<file path="config.mk">
export PLATFORM = sky130hd
export DESIGN_NAME = pipe_reg_chain
export DESIGN_NICKNAME = d
export VERILOG_FILES = /design/src/rtl/pipe_reg_chain.sv
export SDC_FILE = /design/constraint.sdc
export NUM_CORES = 1
export LEC_CHECK = 0
export ABC_AREA = 1
export ABC_CLOCK_PERIOD_IN_PS = 6600
export BUFFER_PORTS_ARGS = -buffer_cell sky130_fd_sc_hd__buf_4
export CAP_MARGIN = 20
export CELL_PAD_IN_SITES_DETAIL_PLACEMENT = 1
export CELL_PAD_IN_SITES_GLOBAL_PLACEMENT = 2
export CORE_MARGIN = 8
export CORE_UTILIZATION = 41
export DETAILED_ROUTE_END_ITERATION = 10
export PLACE_DENSITY_LB_ADDON = 0.1
export SLEW_MARGIN = 0
export SYNTH_ARGS = -nofsm -noshare
export SYNTH_HDL_FRONTEND = slang
export SYNTH_SLANG_ARGS = --single-unit
export TNS_END_PERCENT = 5
</file>
<file path="constraint.sdc">
create_clock -name clk -period 6.6 [get_ports clk]
set_input_delay 0.66 -clock clk [delete_from_list [all_inputs] [get_ports clk]]
set_output_delay 0.66 -clock clk [all_outputs]
set_load 0.01 [all_outputs]
</file>
<file path="src/rtl/pipe_reg_chain.sv">
// rtl/pipe_reg_chain.sv - DEPTH-stage valid/ready register chain with flush, bubble collapse and RAW hazard lookup
module pipe_reg_chain #(
    parameter int WIDTH  = 64,
    parameter int DEPTH  = 3,
    parameter int RD_LSB = 0,
    parameter int WE_BIT = 5
) (
    input  logic                       clk,
    input  logic                       rstn,
    input  logic                       in_valid,
    input  logic [WIDTH-1:0]           in_data,
    output logic                       in_ready,
    output logic                       out_valid,
    output logic [WIDTH-1:0]           out_data,
    input  logic                       out_ready,
    input  logic [DEPTH-1:0]           flush_mask,
    input  logic [4:0]                 q_rs1,
    input  logic [4:0]                 q_rs2,
    output logic [DEPTH-1:0]           haz_stage,
    output logic                       haz_any,
    output logic [$clog2(DEPTH+1)-1:0] count
);

    localparam int CW = $clog2(DEPTH+1);

    logic [DEPTH-1:0] valid_q;
    logic [DEPTH-1:0] valid_d;
    logic [DEPTH-1:0] rdy;
    logic [WIDTH-1:0] data_q [DEPTH];
    logic [CW-1:0]    count_d;
    logic [4:0]       rd;

    // A stage may load when it is empty or the stage ahead of it moves; empty stages collapse.
    always_comb begin
        rdy = '0;
        rdy[DEPTH-1] = !valid_q[DEPTH-1] || out_ready;
        for (int k = DEPTH-2; k >= 0; k--) begin
            rdy[k] = !valid_q[k] || rdy[k+1];
        end
    end

    // Flush only clears what lands in a stage; it never gates the ready chain.
    always_comb begin
        valid_d = valid_q;
        if (rdy[0]) begin
            valid_d[0] = in_valid;
        end
        for (int k = 1; k < DEPTH; k++) begin
            if (rdy[k]) begin
                valid_d[k] = valid_q[k-1];
            end
        end
        valid_d = valid_d & ~flush_mask;
        count_d = '0;
        for (int k = 0; k < DEPTH; k++) begin
            count_d = count_d + CW'(valid_d[k]);
        end
    end

    always_ff @(posedge clk or negedge rstn) begin
        if (!rstn) begin
            valid_q <= '0;
            count   <= '0;
        end else begin
            valid_q <= valid_d;
            count   <= count_d;
        end
    end

    // Payload is qualified by valid_q, so it needs no reset.
    always_ff @(posedge clk) begin
        if (rdy[0]) begin
            data_q[0] <= in_data;
        end
        for (int k = 1; k < DEPTH; k++) begin
            if (rdy[k]) begin
                data_q[k] <= data_q[k-1];
            end
        end
    end

    always_comb begin
        rd        = '0;
        haz_stage = '0;
        for (int k = 0; k < DEPTH; k++) begin
            rd           = data_q[k][RD_LSB +: 5];
            haz_stage[k] = valid_q[k] && data_q[k][WE_BIT] && (rd != 5'd0) &&
                           ((rd == q_rs1) || (rd == q_rs2));
        end
    end

    assign haz_any   = |haz_stage;
    assign in_ready  = rdy[0];
    assign out_valid = valid_q[DEPTH-1];
    assign out_data  = data_q[DEPTH-1];

endmodule

</file>
==> flow_summary_export.csv <==
group,metric,value,unit
clock_tree,root_buffer,"clkbuf_16",
placed_design,io_buffers,152,
sta,slew_headroom,38.3,%
critical_path,worst_r2r_path_depth,5,
routing,ant_nets,0,
critical_path,path_cells,"nand2_4 > nor2_1 > nand2_4 > buf_4",
sta,fin_crit,3330,ps
floorplanning,ios,153,
clock_tree,cts_sinks,197,
routing,dr_total_vias,3304,
cells_and_area,drive_above_1_share,35.8,%
critical_path,cp_max_fo,66,
routing,drt_iter0_markers,107,
routing,routed_wl,12900,µm
cells_and_area,fin_nets,602,
critical_path,cpMostUsedCell,"nand2_4",
clock_tree,clk_pin_slew,70,ps
clock_tree,cts_buffers,17,
placed_design,place.gp.congestion,0.754,
flow_run,drv_cap,0,
critical_path,cp-end-kind,"primary output",
global_routing,overflow,0,
cells_and_area,multiInputGateArea,537,µm²
synthesis,yosysSeqAreaShare,83.8,%
critical_path,crit_path_start_kind,"flop",
sta,tightestPinTransition,926,ps
floorplanning,die_w,147,µm
cells_and_area,nFillCells,1659,
synthesis,syn_area,7030,µm²
sta,setup_slack,3270,ps
routing,vias_per_cell,4.35,
sta,clock_skew,5.69,ps
sta,tns,0,ps
sta,hold_viol,0,
pwr,ir_drop,0.000159,V
global_routing,grt_pass1_vias,3664,
clock_tree,clk_latency,420,ps
global_routing,antenna_found_initial,0,
pwr,power_leakage,0.00362,µW
clock_tree,cts_tree,"done",
floorplanning,coreArea,17100,µm²
critical_path,criticalPathCategory,"flop to primary output",
synthesis,syn_area_per_cell,17.1,µm²
cells_and_area,synthToLayoutAreaGrowth,21.7,%
sta,grt_setup_unrepaired,"no",
clock_tree,holdBufCountCts,0,
placed_design,hpwl,8960,µm
synthesis,synth_cell_type_count,15,
sta,final_max_slew_viol_count,0,
routing,drc,0,
synthesis,yosysTopAreaCellShare,82.0,%
synthesis,synth_top_area_cell,"edfxtp_1",
min_path,hp-class,"input port to async pin",
synthesis,synthesis.nets,494,
routing,drt-pass1-iter-count,4,
clock_tree,ctsHtreeMaxLevel,4,
critical_path,crit_arrival,2670,ps
sta,setup_viol,0,
sta,fin_crit_sh,50.5,%
synthesis,synthTopCellsByArea,"edfxtp_1 (82%), buf_4 (6.8%), nand2_1 (3.6%)",
synthesis,synth_seq_cells,197,
cells_and_area,final-seq-area,5890,µm²
synthesis,syn_inst,412,
critical_path,required,5940,ps
synthesis,ys.warnings.count,0,
critical_path,max_stage_delay,510,ps
critical_path,slowest_stage,"nand2_4",
clock_tree,cts_resized,0,
global_routing,grt_pass1_wl,20000,µm
floorplanning,die_area,21600,µm²
floorplanning,start_util,41.2,%
placed_design,pre_cts_ws,3120,ps
global_routing,grt_max_degree,67,
floorplanning,die_h,147,µm
floorplanning,num_rows,48,
routing,wl_per_cell,17.0,µm
clock_tree,cts_post_setup_buffers_inserted,0,
clock_tree,clockBufferDepth,2,
pwr,power_density,301,nW/µm²
global_routing,track_usage,12.4,%
status,status,"finished, final reports clean",
sta,max_freq,300,MHz
## final cells by class
class,instances,area share [%]
Inverter,36,1.58
Clock inverter,14,1.48
Sequential cell,197,68.9
Multi-Input combinational cell,115,6.28
Antenna cell,1,0.0293
Clock buffer,18,5.02
Timing Repair Buffer,153,13.4
Tap cell,225,3.29
## layer usage
layer  track usage (%)  wire length (µm)  up-vias  share of wire [%]
met4              4.59               182        0                1.4
li1                  -                 -     1587                  -
met1              13.6              5220     1597                 41
met2              21.1              6530      102                 51
met5                 0                 0        -                  0
met3              5.44               950       18                7.4
## flip-flops by register name (all words and copies together) (netlist names)
register	flops
valid_q	3
data_q	192
count	2
## synth_stat cells (all sizes together)
master,n
buf,64
dfrtp,5
edfxtp,192
nand3,13
a21oi,3
xor2,2
fa,1
nor2,17
inv,36
xnor2,6
nand2,70
nor3,3
## logic make-up after synthesis
logic type | Yosys count | synth area share [%]
compound gates | 3 | 0.214
simple gates | 103 | 5.93
flops | 197 | 83.8
xor+xnor | 8 | 0.997
fa+ha+maj | 1 | 0.285
buf+inv | 100 | 8.76
## cells in the final DEF, fill, tap and decap left out
master      instances
edfxtp_1          192
buf_4             153
nand2_1            66
inv_1              31
nor2_1             17
clkbuf_16          17
nand3_1            12
xnor2_1             6
inv_2               5
dfrtp_1             5
clkinvlp_4          4
a21oi_1             3
nor3_1              3
inv_6               3
clkinv_1            3
nand2_4             2
xor2_1              2
nand2_2             2
clkinv_4            2
diode_2             1
nand3_2             1
fa_1                1
clkbuf_1            1
bufinv_16           1
inv_8               1
## metrics by stage
step | power, µW | instance area, µm² | utilization, % | hold slack, ps | cells
floorplan | 1570 | 7030 | - | 364 | 412
global placement | 1640 | 7990 | 46.9 | 400 | 726
detailed placement | 1640 | 7990 | 46.9 | 406 | 726
CTS | 2610 | 8550 | 50.1 | 3.18 | 758
global route | 2670 | 8550 | 50.1 | 2.94 | 758
finish | 2580 | 8550 | 50.1 | 25.8 | 759
## worst max-delay path, delay by kind of cell (launching register included)
kind / cells / cell delay (ps)
buffers and inverters: 1 / 370
AND/OR/NAND/NOR: 3 / 1450
flip-flops: 1 / 420
## power breakdown
| group | total (µW) | internal, µW | switching [µW] |
|---|---|---|---|
| clock network | 966 | 523 | 443 |
| registers | 1470 | 1450 | 27.5 |
| logic | 137 | 74.8 | 61.8 |
## path summary, 6_finish.rpt
| kind | from | to | slack, ps |
|---|---|---|---|
| hold reg to reg | data_q[0][19] | data_q[0][83] | 420 |
| setup reg to reg | valid_q[2] | count[0] | 3690 |
| max in group asynchronous | rstn | valid_q[1] | 6470 |
| setup / recovery | valid_q[2] | in_ready | 3270 |
| min in group clk | flush_mask[2] | valid_q[2] | 410 |
| hold / removal | rstn | valid_q[0] | 30 |
Note: power is estimated with default switching activity, not from simulation.
